--- config.mk ---
export PLATFORM = sky130hd
export DESIGN_NAME = uart_wb_master
export DESIGN_NICKNAME = d
export VERILOG_FILES = /design/src/rtl/uart_wb_master.sv
export SDC_FILE = /design/constraint.sdc
export NUM_CORES = 1
export LEC_CHECK = 0
export BUFFER_PORTS_ARGS = -buffer_cell sky130_fd_sc_hd__buf_4
export CORE_MARGIN = 2
export CORE_UTILIZATION = 40
export DETAILED_ROUTE_END_ITERATION = 7
export HOLD_SLACK_MARGIN = 0.08
export PLACE_DENSITY = 0.62
export SLEW_MARGIN = 20
export SYNTH_ARGS = -nofsm -noshare
export SYNTH_HDL_FRONTEND = slang
export SYNTH_SLANG_ARGS = --single-unit
export TNS_END_PERCENT = 1
--- constraint.sdc ---
create_clock -name wb_clk_i -period 2.1 [get_ports wb_clk_i]
set_clock_uncertainty 0.05 [all_clocks]
set_input_delay 0.42 -clock wb_clk_i [delete_from_list [all_inputs] [get_ports wb_clk_i]]
set_output_delay 0.42 -clock wb_clk_i [all_outputs]
set_load 0.01 [all_outputs]
--- src/rtl/uart_wb_master.sv ---
// uart_wb_master
//   Bridges a host serial link to a single-master Wishbone bus. The host sends
//   command frames; the bridge runs one classic Wishbone cycle per frame and
//   sends back a status or data reply. Serial format is 8N1, and only one
//   transaction is outstanding at a time.
//
//   Frames (multi-byte fields MSB first):
//     write : 'W'(0x57) A3 A2 A1 A0 D3 D2 D1 D0 -> 'K'(0x4B) on ack, 'E'(0x45) on timeout
//     read  : 'R'(0x52) A3 A2 A1 A0             -> D3 D2 D1 D0 on ack, 'E' on timeout
//     A byte other than 'W' or 'R' that arrives while idle is ignored.
//
// Parameters
//   CLKS_PER_BIT : clock cycles per serial bit (must be >= 4)
//   ACK_TIMEOUT  : cycles that cyc/stb stay high without an ack before the cycle is aborted
//
// Ports
//   wb_clk_i  : clock, all logic on the rising edge
//   wb_rst_i  : synchronous active-high reset
//   uart_rx   : asynchronous serial input, idle high
//   uart_tx   : serial output, idle high
//   wbm_*     : Wishbone master (cyc, stb, we, sel, adr, dat out; dat in, ack in)
//   busy_o    : high from the accepted command byte until the last reply stop bit

module uart_wb_master #(
  parameter int CLKS_PER_BIT = 87,
  parameter int ACK_TIMEOUT  = 1024
) (
  input  logic        wb_clk_i,
  input  logic        wb_rst_i,
  input  logic        uart_rx,
  output logic        uart_tx,
  output logic        wbm_cyc_o,
  output logic        wbm_stb_o,
  output logic        wbm_we_o,
  output logic [3:0]  wbm_sel_o,
  output logic [31:0] wbm_adr_o,
  output logic [31:0] wbm_dat_o,
  input  logic [31:0] wbm_dat_i,
  input  logic        wbm_ack_i,
  output logic        busy_o
);

  localparam int CW = $clog2(CLKS_PER_BIT + 1);
  localparam int TW = $clog2(ACK_TIMEOUT + 1);
  localparam logic [CW-1:0] BIT_LAST  = CW'(CLKS_PER_BIT - 1);
  localparam logic [CW-1:0] HALF_LAST = CW'(CLKS_PER_BIT / 2 - 1);
  localparam logic [TW-1:0] TMO_LAST  = TW'(ACK_TIMEOUT - 1);

  localparam logic [7:0] CMD_W  = 8'h57;
  localparam logic [7:0] CMD_R  = 8'h52;
  localparam logic [7:0] RESP_K = 8'h4B;
  localparam logic [7:0] RESP_E = 8'h45;

  // ---------------------------------------------------------------------------
  // Serial receiver
  // ---------------------------------------------------------------------------
  typedef enum logic [1:0] {RX_IDLE, RX_START, RX_DATA, RX_STOP} rx_state_t;

  rx_state_t       rx_state;
  logic            rx_s1, rx_s2, rx_s3;
  logic [CW-1:0]   rx_cnt;
  logic [2:0]      rx_bitn;
  logic [7:0]      rx_shift;
  logic            rx_valid;
  logic            rx_ferr;

  // rx_s1/rx_s2 synchronise the pin, and rx_s3 holds the previous value so
  // that only a true high-to-low transition starts a frame. A line held low
  // after a framing error therefore cannot retrigger. The start bit is checked
  // again half a bit later, which rejects short glitches. rx_shift stays
  // stable while idle, so it is the received byte during the rx_valid pulse.
  always_ff @(posedge wb_clk_i) begin
    if (wb_rst_i) begin
      rx_state <= RX_IDLE;
      rx_s1    <= 1'b1;
      rx_s2    <= 1'b1;
      rx_s3    <= 1'b1;
      rx_cnt   <= '0;
      rx_bitn  <= '0;
      rx_shift <= '0;
      rx_valid <= 1'b0;
      rx_ferr  <= 1'b0;
    end else begin
      rx_s1    <= uart_rx;
      rx_s2    <= rx_s1;
      rx_s3    <= rx_s2;
      rx_valid <= 1'b0;
      rx_ferr  <= 1'b0;
      case (rx_state)
        RX_IDLE: begin
          if (rx_s3 && !rx_s2) begin
            rx_state <= RX_START;
            rx_cnt   <= '0;
          end
        end
        RX_START: begin
          if (rx_cnt == HALF_LAST) begin
            rx_cnt   <= '0;
            rx_bitn  <= '0;
            rx_state <= rx_s2 ? RX_IDLE : RX_DATA;
          end else begin
            rx_cnt <= rx_cnt + CW'(1);
          end
        end
        RX_DATA: begin
          if (rx_cnt == BIT_LAST) begin
            rx_cnt   <= '0;
            rx_shift <= {rx_s2, rx_shift[7:1]};
            rx_bitn  <= rx_bitn + 3'd1;
            if (rx_bitn == 3'd7) rx_state <= RX_STOP;
          end else begin
            rx_cnt <= rx_cnt + CW'(1);
          end
        end
        RX_STOP: begin
          if (rx_cnt == BIT_LAST) begin
            rx_cnt   <= '0;
            rx_state <= RX_IDLE;
            if (rx_s2) rx_valid <= 1'b1;
            else       rx_ferr  <= 1'b1;
          end else begin
            rx_cnt <= rx_cnt + CW'(1);
          end
        end
        default: rx_state <= RX_IDLE;
      endcase
    end
  end

  // ---------------------------------------------------------------------------
  // Serial transmitter
  // ---------------------------------------------------------------------------
  logic          tx_start;
  logic [7:0]    tx_data;
  logic          tx_active;
  logic [8:0]    tx_shift;
  logic [CW-1:0] tx_cnt;
  logic [3:0]    tx_bitn;
  logic          tx_done;

  // tx_done marks the final cycle of the stop bit. The command FSM can then
  // queue the next reply byte so that it starts right after the stop bit.
  assign tx_done = tx_active && (tx_bitn == 4'd9) && (tx_cnt == BIT_LAST);

  // The start bit goes out as soon as tx_start is taken. tx_shift then holds
  // the data bits followed by the stop bit, and they shift out LSB first.
  always_ff @(posedge wb_clk_i) begin
    if (wb_rst_i) begin
      uart_tx   <= 1'b1;
      tx_active <= 1'b0;
      tx_shift  <= '1;
      tx_cnt    <= '0;
      tx_bitn   <= '0;
    end else if (!tx_active) begin
      uart_tx <= 1'b1;
      if (tx_start) begin
        tx_active <= 1'b1;
        uart_tx   <= 1'b0;
        tx_shift  <= {1'b1, tx_data};
        tx_cnt    <= '0;
        tx_bitn   <= '0;
      end
    end else if (tx_cnt == BIT_LAST) begin
      tx_cnt <= '0;
      if (tx_bitn == 4'd9) begin
        tx_active <= 1'b0;
        uart_tx   <= 1'b1;
      end else begin
        uart_tx  <= tx_shift[0];
        tx_shift <= {1'b1, tx_shift[8:1]};
        tx_bitn  <= tx_bitn + 4'd1;
      end
    end else begin
      tx_cnt <= tx_cnt + CW'(1);
    end
  end

  // ---------------------------------------------------------------------------
  // Command FSM and Wishbone master
  // ---------------------------------------------------------------------------
  typedef enum logic [2:0] {IDLE, GET_ADDR, GET_DATA, WB_REQ, SEND_RESP} state_t;

  state_t        state;
  logic          is_write;
  logic [1:0]    byte_cnt;
  logic [31:0]   addr_sh;
  logic [31:0]   data_sh;
  logic [31:0]   resp_buf;
  logic [2:0]    resp_left;
  logic [TW-1:0] tmo_cnt;

  // Address and data bytes collect in shadow registers. The bus outputs change
  // only when a cycle is launched, and they keep their values afterwards.
  // Bytes that arrive during WB_REQ or SEND_RESP are dropped. A framing error
  // abandons a partially received frame. The timeout counter runs from the
  // first cycle of cyc, and an ack in the limit cycle still counts as success.
  always_ff @(posedge wb_clk_i) begin
    if (wb_rst_i) begin
      state     <= IDLE;
      is_write  <= 1'b0;
      byte_cnt  <= '0;
      addr_sh   <= '0;
      data_sh   <= '0;
      resp_buf  <= '0;
      resp_left <= '0;
      tmo_cnt   <= '0;
      tx_start  <= 1'b0;
      tx_data   <= '0;
      wbm_cyc_o <= 1'b0;
      wbm_stb_o <= 1'b0;
      wbm_we_o  <= 1'b0;
      wbm_sel_o <= 4'h0;
      wbm_adr_o <= '0;
      wbm_dat_o <= '0;
      busy_o    <= 1'b0;
    end else begin
      tx_start <= 1'b0;
      case (state)
        IDLE: begin
          if (rx_valid && (rx_shift == CMD_W || rx_shift == CMD_R)) begin
            is_write <= (rx_shift == CMD_W);
            byte_cnt <= '0;
            busy_o   <= 1'b1;
            state    <= GET_ADDR;
          end
        end
        GET_ADDR: begin
          if (rx_ferr) begin
            busy_o <= 1'b0;
            state  <= IDLE;
          end else if (rx_valid) begin
            addr_sh  <= {addr_sh[23:0], rx_shift};
            byte_cnt <= byte_cnt + 2'd1;
            if (byte_cnt == 2'd3) begin
              if (is_write) begin
                state <= GET_DATA;
              end else begin
                wbm_adr_o <= {addr_sh[23:0], rx_shift};
                wbm_we_o  <= 1'b0;
                wbm_sel_o <= 4'hF;
                wbm_cyc_o <= 1'b1;
                wbm_stb_o <= 1'b1;
                tmo_cnt   <= '0;
                state     <= WB_REQ;
              end
            end
          end
        end
        GET_DATA: begin
          if (rx_ferr) begin
            busy_o <= 1'b0;
            state  <= IDLE;
          end else if (rx_valid) begin
            data_sh  <= {data_sh[23:0], rx_shift};
            byte_cnt <= byte_cnt + 2'd1;
            if (byte_cnt == 2'd3) begin
              wbm_adr_o <= addr_sh;
              wbm_dat_o <= {data_sh[23:0], rx_shift};
              wbm_we_o  <= 1'b1;
              wbm_sel_o <= 4'hF;
              wbm_cyc_o <= 1'b1;
              wbm_stb_o <= 1'b1;
              tmo_cnt   <= '0;
              state     <= WB_REQ;
            end
          end
        end
        WB_REQ: begin
          if (wbm_ack_i) begin
            wbm_cyc_o <= 1'b0;
            wbm_stb_o <= 1'b0;
            tx_start  <= 1'b1;
            state     <= SEND_RESP;
            if (wbm_we_o) begin
              tx_data   <= RESP_K;
              resp_left <= 3'd1;
            end else begin
              tx_data   <= wbm_dat_i[31:24];
              resp_buf  <= {wbm_dat_i[23:0], 8'h00};
              resp_left <= 3'd4;
            end
          end else if (tmo_cnt == TMO_LAST) begin
            wbm_cyc_o <= 1'b0;
            wbm_stb_o <= 1'b0;
            tx_start  <= 1'b1;
            tx_data   <= RESP_E;
            resp_left <= 3'd1;
            state     <= SEND_RESP;
          end else begin
            tmo_cnt <= tmo_cnt + TW'(1);
          end
        end
        SEND_RESP: begin
          if (tx_done) begin
            if (resp_left == 3'd1) begin
              busy_o <= 1'b0;
              state  <= IDLE;
            end else begin
              resp_left <= resp_left - 3'd1;
              tx_start  <= 1'b1;
              tx_data   <= resp_buf[31:24];
              resp_buf  <= {resp_buf[23:0], 8'h00};
            end
          end
        end
        default: state <= IDLE;
      endcase
    end
  end

endmodule

Yosys cells after proc, flatten, opt, wreduce, memory -nomap -nowiden:

Index checks and enable logic that the tools add are counted.

* register bits: 235
* input port bits: 36

* $add $sub $neg: 7
* equality and inequality tests: 47
* muxes and demuxes: 120
* bitwise gates (word level): 3
* reduce and logical (&&, ||, !) cells: 34

Operator list (number)
* 32-bit 2-to-1 mux: 11
* 32-bit one-hot mux with 2 select lines: 2
* 11-bit 2-to-1 mux: 9
* 3-bit 2-to-1 mux: 18
* 4-bit 2-to-1 mux: 11
* 2-bit inequality test, second input constant: 22
* 7-bit 2-to-1 mux: 6
* 8-bit 2-to-1 mux: 5
* 9-bit 2-to-1 mux: 4
* 11-bit one-hot mux with 3 select lines: 1
* 1-bit 2-to-1 mux: 32
* 7-bit one-hot mux with 3 select lines: 1
* 2-bit 2-to-1 mux: 9
* 8-bit by 7-bit == test with 1-bit output, second input constant: 2
* 8-bit one-hot mux with 2 select lines: 1
* 8-bit AND reduction: 2
* 3-bit inequality test, second input constant: 5
* 3-bit one-hot mux with 5 select lines: 1
* 5-bit AND reduction: 3
* 7-bit by 1-bit adder with 7-bit output, second input constant: 2
* 7-bit == test, second input constant: 2
* 3-bit one-hot mux with 2 select lines: 2
* 3-bit AND reduction: 4
* 4-bit AND reduction: 3
* 32 further kinds: 53

Logic depth before layout (Yosys ltp):

Gate-level depths: netlist (run 1).

* depth in word-level cells: 5
* depth in mapped cells: 9

Least setup slack after synthesis (run 1):

No wires, ideal clock.

* path type: reg2reg
* from: register tx_bitn[0]
* to: register state[0]
* library setup time: 0.096 ns
* data arrival time: 1.840 ns
* data required time: 1.954 ns
* setup slack: 0.114 ns
* cell stages (with the launch flop): 7
* buffers on the path: 0
* path through: dfxtp_1 > ha_1 > nand4b_4 > or4b_4 > a211oi_4 > nand2_2 > o41ai_2

* word-level cells in the longest chain between the ends: 5

RTL lines
* start, declared: RTL line 138 `logic [3:0] tx_bitn;`
* start signal, assigned: RTL line 171 `tx_bitn <= tx_bitn + 4'd1;`
* 4-bit == test: RTL line 143 `assign tx_done = tx_active && (tx_bitn == 4'd9) && (tx_cnt == BIT_LAST);`
* 1-bit logical AND (2 in a row): RTL line 143
* 2-bit inequality test (no source line)
* 8-bit AND reduction (no source line)
* end signal, assigned: RTL line 199 `state <= IDLE;`
* end signal, assigned: RTL line 224 `state <= GET_ADDR;`
* end signal, assigned: RTL line 230 `state <= IDLE;`
* end, declared: RTL line 183 `state_t state;`

No other way between the ends.
A chain may end at the register's enable or synchronous reset.

Worst setup path after layout (run 1):

* from: register state[2]
* to: register tmo_cnt[7]

* word-level cells in the longest chain between the ends: 3
* elaborated cells on any way between the ends: 15

RTL lines
* 3-bit by 2-bit == test with 1-bit output or 3-bit by 1-bit == test with 1-bit output (tied branches): RTL line 218 `case (state)`
* 2-bit inequality test (no source line) or 3-bit nonzero test (tied branches)
* 10-bit AND reduction (no source line)
* end signal, assigned: RTL line 290 `tmo_cnt <= tmo_cnt + TW'(1);`
* end, declared: RTL line 190 `logic [TW-1:0] tmo_cnt;`

Parallel ways exist; a longest one is shown, timed or not.

==> results.yml, run 1 <==
run_status:
  status: "finished clean"
sta:
  tightestPinTransition_ns: 0.692
  slew_viol_final: 0
  fin_crit_sh_pct: 99.6
  rsz0062_at_grt: "true"
  slew_headroom_pct: 53.5
  setup_viol: 0
  hold_viol_final: 0
  tns_ns: 0
  layout_min_cycle_time_ns: 2.09
  fmaxAchievable_mhz: 478
finish:
  final_core_util_pct: 50.7
  area_growth_pct: 23.4
  layout.nets: 1270
  antennaDiodeCount: 0
  final_area_um2: 11500
  drive_gt1_share_pct: 19.0
drt:
  wl_mm: 21.7
  dr_total_vias: 7916
  wl_met3_um: 694
  drc: 0
  met2WireLength_mm: 9.89
  drtAntennaViolNets: 0
  drt-pass1-iter-count: 4
  initialDrtViolationCount: 465
  post_drt_wl_per_cell_um: 14.0
  top_layer: "met4"
  wl_met1_mm: 10.8
  avgViaCountPerCell: 5.10
global_routing:
  antenna_found_initial: 0
  grt_first_pass_wirelength_mm: 36.7
  first_global_vias: 7521
  grt_use_total_pct: 17.6
  overflow: 0
  grt_max_degree: 71
flow_run:
  drv_cap: 0
cts:
  clkSlewWorstSetupHoldPaths_ns: 0.06
  clock-sinks: 223
  clk-insertion-delay-late_ns: 0.51
  cts_buffers: 24
  htreeDepth: 1
  cts_tree: "built"
  root_buffer: "clkbuf_16"
  clockBufferDepth: 3
placement:
  dp_hpwl_mm: 14.0
  dpl_cell_area_um2: 10700
  port_buffers: 108
  gp_congestion: 0.801
synth:
  synthArstFlopShare_pct: 0
  synth_common_cells: "251 x nand2_1, 223 x dfxtp_1, 131 x a21oi_1"
  synthDistinctLibCells: 63
  synth-main-ff-cell: "dfxtp_1"
  synth.net_count: 1165
  ys_ff_latch: 223
  ys_top_cells_by_area: "dfxtp_1 48%, nand2_1 10%, a21oi_1 7.0%, mux2i_1 5.2%, nor2_1 4.4%"
  synth_most_common_cell: "nand2_1"
  syn_area_per_cell_um2: 8.38
  synth.cell_area_um2: 9360
  ys_seq_area_share_pct: 47.7
  synth_top_area_share_pct: 47.7
  yosysWarnings: 0
  synth_cells: 1117
  synth_edf_count: 0
  synth_top_area_cell: "dfxtp_1"
pwr:
  ir_drop_uv: 484
  clockPowerShare_pct: 47.4
  p_sw_mw: 1.84
  power_density_nw_per_um2: 750
  intPower_mw: 6.82
  combPwrFrac_pct: 3.4
  p_sw_share_pct: 21.3
  seqPwrFrac_pct: 49.1
  cellLeakagePower_nw: 4.04
min_path:
  hp-class: "primary input to register"
floorplanning:
  num_io_pins: 109
  floorplan.die_area_um2: 24600
  die_h_um: 157
  core.rowCount: 55
  die_x_um: 157
  start_util_pct: 41.1
  coreArea_um2: 22800
worst_setup_path:
  cp_max_fo: 9
  cp.required_ns: 2.49
  cp-start-kind: "register"
  cp-end-kind: "register"
  path_class: "register to register"
  crit_arrival_ns: 2.48
==> repair_timing <==
item	CTS	global route
setup endpoints to repair	2	61
hold buffers	1	0
hold endpoints to repair	1	0
resized for setup	0	10
buffers inserted	1	0
pin swaps	1	3
==> per-stage QoR <==
stage	std cells	setup slack, ns	total power [mW]	hold WS, ns
after floorplan	1117	0.114	4.52	0.339
after global placement	1507	0.0512	4.64	0.388
after detailed placement	1507	-0.0155	4.64	0.398
after CTS	1552	0.00400	8.76	0.101
after global routing	1552	-0.191	8.99	0.116
final	1552	0.00839	8.66	0.127
==> registers in the layout, summed over array words and instances, names as in the netlist, 2 cells and up, named ones only <==
register	cells
byte_cnt	2
data_sh	24
wbm_dat_o	32
tx_shift	8
tx_data	8
resp_left	3
tmo_cnt	11
tx_cnt	7
state	3
rx_bitn	3
tx_bitn	4
resp_buf	24
wbm_adr_o	32
rx_shift	8
addr_sh	32
rx_cnt	7
==> worst max-delay path, cell delays in order (launching register included) <==
cell      delay (ns)
dfxtp_1         0.31
buf_4           0.18
nor3_1          0.27
o31a_1          0.32
a211oi_4        0.07
buf_4           0.15
or4_1           0.50
a31oi_1         0.16
==> logic make-up after synthesis <==
logic type / share of synthesized area [%]
muxes: 5.36
xor gates and xnor gates: 0.468
DFF: 47.7
and+or+nand+nor: 21.8
adders and majority gates: 1.60
AOI/OAI and AO/OA: 18.2
buffers and inverters: 4.89
==> placed cells by master (no fill, tap or decap), drive strengths merged, types with 6 or more instances in the layout <==
cell type	instances
nand4	8
nor3	8
clkbuf	40
nand2b	9
o21ai	13
inv	17
nand2	252
nor2	110
ha	12
a211oi	39
nor2b	7
a21oi	131
a211o	9
a311oi	28
dfxtp	223
buf	168
o211ai	6
nand3	19
or2	6
mux2i	49
==> power groups by stage <==
stage	sequential [mW]	combinational (mW)	clock, mW
after floorplan	4.34	0.178	0
after global placement	4.35	0.291	0
after detailed placement	4.35	0.292	0
after CTS	4.26	0.299	4.20
after global routing	4.26	0.329	4.40
final	4.26	0.298	4.11
==> metal layers <==
layer  track usage, %  vias to the layer above
met4             3.80                        0
met1             24.7                     3680
met5                0                        -
met3             2.51                       28
li1                 -                     4092
met2             28.8                      116
==> layout make-up <==
| type | instances | area (um^2) |
|---|---|---|
| Fill cell | 2209 | 11200 |
| Multi-Input combinational cell | 787 | 4480 |
| Sequential cell | 223 | 4470 |
| Timing Repair Buffer | 169 | 1380 |
| Clock buffer | 40 | 722 |
| Tap cell | 313 | 392 |
| Inverter | 17 | 63.8 |
| Clock inverter | 3 | 40.0 |
==> worst paths after layout <==
check,end,cells past startpoint,slack (ns),start
setup / recovery,tmo_cnt[7],7,0.008,state[2]
hold / removal,resp_buf[15],3,0.13,wbm_dat_i[7]
setup reg to reg,tmo_cnt[7],7,0.008,state[2]
hold reg to reg,resp_buf[15],2,0.40,resp_buf[15]
Power figures use the tool's default switching activity.
==> inputs of run 2 (changes only) <==
--- a/config.mk
+++ b/config.mk
@@ -5,13 +5,13 @@
 export SDC_FILE = /design/constraint.sdc
 export NUM_CORES = 1
 export LEC_CHECK = 0
+export ABC_AREA = 1
 export BUFFER_PORTS_ARGS = -buffer_cell sky130_fd_sc_hd__buf_4
 export CORE_MARGIN = 2
 export CORE_UTILIZATION = 40
 export DETAILED_ROUTE_END_ITERATION = 7
 export HOLD_SLACK_MARGIN = 0.08
 export PLACE_DENSITY = 0.62
-export SLEW_MARGIN = 20
 export SYNTH_ARGS = -nofsm -noshare
 export SYNTH_HDL_FRONTEND = slang
 export SYNTH_SLANG_ARGS = --single-unit
==> run 2 against run 1 <==
  * Via count increased by 8.9%
  * Hold slack gained 0.053 ns
  * Die area grew 1.9%
  * Register-to-register slack improved by 0.22 ns
  * Sequential share of layout area about the same
  * Worst setup slack improved by 0.22 ns
  * Combinational power grew to 4.7 times the previous value
  * Sequential power rose by 6.6%
  * Synthesized cell count is 20% higher
  * Area after synthesis is 2.0% higher
  * Count of clock-buffer cells in the layout down 6
  * Clock power rose by 3%
  * Critical path type unchanged
  * Largest cell class is now registers
==> results.yml, run 2 <==
run_status:
  status: "finished clean"
drt:
  avgViaCountPerCell: 4.86
  drtAntennaViolNets: 0
  dr_total_vias: 8620
  initialDrtViolationCount: 513
  drc: 0
  wl_mm: 22.7
  drt-pass1-iter-count: 5
  post_drt_wl_per_cell_um: 12.8
worst_setup_path:
  path_class: "register to register"
  r2r_end: "wbm_adr_o[16]"
  reg2reg_slack_ns: 0.23
  worstSetupStartpoint: "state[1]"
  cp_max_fo: 22
  critPathCapture: "wbm_adr_o[16]"
  cp-start-kind: "register"
  crit_arrival_ns: 2.28
  cp-end-kind: "register"
  r2r_start: "state[1]"
  worst_r2r_path_depth: 9
  cp.required_ns: 2.51
global_routing:
  grt_use_total_pct: 18.0
  antenna_found_initial: 0
  first_global_vias: 7856
  grt_first_pass_wirelength_mm: 37.9
  overflow: 0
  met1_usage_pct: 25.7
  grt-busiest-layer: "met2"
  grt_use_met3_pct: 2.97
  grt_max_degree: 41
  met2_usage_pct: 28.4
placement:
  dp_cells: 1730
  dp_hpwl_mm: 15.0
  gp_congestion: 0.871
  dpl_cell_area_um2: 10700
  port_buffers: 108
  pre_cts_ws_ns: 0.233
cts:
  cts_setup_buffers: 0
  cts-resized-gates: 0
  cts_tree: "built"
  clockBufferDepth: 3
  clock-sinks: 223
  cts_buffers: 24
  cts_hold_buf: 1
  clk-insertion-delay-late_ns: 0.52
  htreeDepth: 1
  clkSlewWorstSetupHoldPaths_ns: 0.06
  root_buffer: "clkbuf_16"
floorplanning:
  core.rowCount: 56
  num_io_pins: 109
  floorplan.die_area_um2: 25100
  start_util_pct: 40.6
  die_x_um: 158
  die_h_um: 158
  coreArea_um2: 23500
sta:
  tns_ns: 0
  fin_crit_sh_pct: 89.2
  fmaxAchievable_mhz: 534
  tightestPinTransition_ns: 0.708
  slew_headroom_pct: 52.8
  setup_viol: 0
  layout_min_cycle_time_ns: 1.87
  rsz0062_at_grt: "false"
  setup_ws_ns: 0.227
  slew_viol_final: 0
  hold_viol_final: 0
synth:
  yosysWarnings: 0
  ys_seq_area_share_pct: 46.8
  synth_cells: 1341
  synth_top_area_cell: "dfxtp_1"
  ys_top_cells_by_area: "dfxtp_1 47%, nand2_1 12%, nor2_1 8.5%, o21ai_0 7.7%, a21oi_1 6.1%"
  synth.net_count: 1389
  ys_ff_latch: 223
  synthDistinctLibCells: 36
  synth_common_cells: "309 x nand2_1, 223 x dfxtp_1, 217 x nor2_1"
  synth.cell_area_um2: 9540
  synth_most_common_cell: "nand2_1"
  synthArstFlopShare_pct: 0
  syn_area_per_cell_um2: 7.11
  synth-main-ff-cell: "dfxtp_1"
  synth_edf_count: 0
  synth_top_area_share_pct: 46.8
finish:
  antennaDiodeCount: 0
  drive_gt1_share_pct: 15.1
  layout_commonest_cell: "nand2_1"
  layout.nets: 1486
  instances_no_fill: 1772
  area_growth_pct: 20.7
  final_area_um2: 11500
  regArea_um2: 4460
  n_fill_cell: 2341
  multi_input_area_um2: 4390
  reg_top3: "addr_sh x32, wbm_adr_o x32, wbm_dat_o x32"
  layout_common_cells: "309 x nand2_1, 223 x dfxtp_1, 216 x nor2_1, 147 x o21ai_0, 144 x buf_4"
pwr:
  total_power_mw: 10.2
  power_density_nw_per_um2: 884
  ir_drop_uv: 492
  cellLeakagePower_nw: 4.97
min_path:
  hp-class: "primary input to register"
flow_run:
  drv_cap: 0
==> run 2: area by class of cell <==
type / instances / share of cell area [%]
Sequential cell: 223 / 38.8
Multi-Input combinational cell: 952 / 38.1
Timing Repair Buffer: 147 / 9.82
Clock buffer: 34 / 6.06
Tap cell: 319 / 3.46
Inverter: 90 / 2.93
Clock inverter: 7 / 0.858
==> run 2: per-layer routing <==
| layer | up-vias | routed length, um |
|---|---|---|
| met2 | 187 | 10200 |
| li1 | 4540 | - |
| met1 | 3863 | 11000 |
| met5 | - | 0 |
| met4 | 0 | 269 |
| met3 | 30 | 1220 |
==> run 2: worst min path at each step <==
stage / cells after the start / from / slack [ns] / end
4_1_cts: 5 / wbm_dat_i[3] / 0.15 / resp_buf[11]
3_3_place_gp: 1 / rx_s1 / 0.35 / rx_s2
3_5_place_dp: 1 / rx_s1 / 0.35 / rx_s2
2_1_floorplan: 1 / rx_s1 / 0.34 / rx_s2
5_1_grt: 5 / wbm_dat_i[3] / 0.19 / resp_buf[11]
6_report: 5 / wbm_dat_i[3] / 0.18 / resp_buf[11]
==> run 2: per-stage QoR <==
step,utilization [%],hold WS [ns]
after detailed placement,45.6,0.349
after CTS,49.1,0.153
final,49.1,0.179
after floorplan,-,0.339
after global placement,45.6,0.345
after global routing,49.1,0.185
==> run 2: cell families (layout without fill, tap and decap cells) <==
group	after synthesis	in the layout	share of synthesized area, %
buffers and inverters	166	278	7.21
and+or+nand+nor	634	634	27.4
DFF	223	223	46.8
adders and majority gates	12	12	1.57
AOI/OAI and AO/OA	303	303	16.8
xor gates and xnor gates	3	3	0.275
==> run 2: worst max-delay path, cell delays in order, from the launching register on <==
cell and delay, ns:
dfxtp_1 0.50, nand2_2 0.12, nand2_1 0.13, nor2_2 0.07, nand2_1 0.06, nand2_1 0.08, nor2_4 0.18, buf_4 0.30
nand3_1 0.15, a21oi_1 0.16
==> run 2: power by group <==
part	switching (mW)	leakage, nW	internal (mW)	total (mW)
sequential	0.130	1.80	4.41	4.54
clock	1.70	0.391	2.55	4.25
combinational	0.910	2.78	0.478	1.39
total	2.74	4.97	7.44	10.2
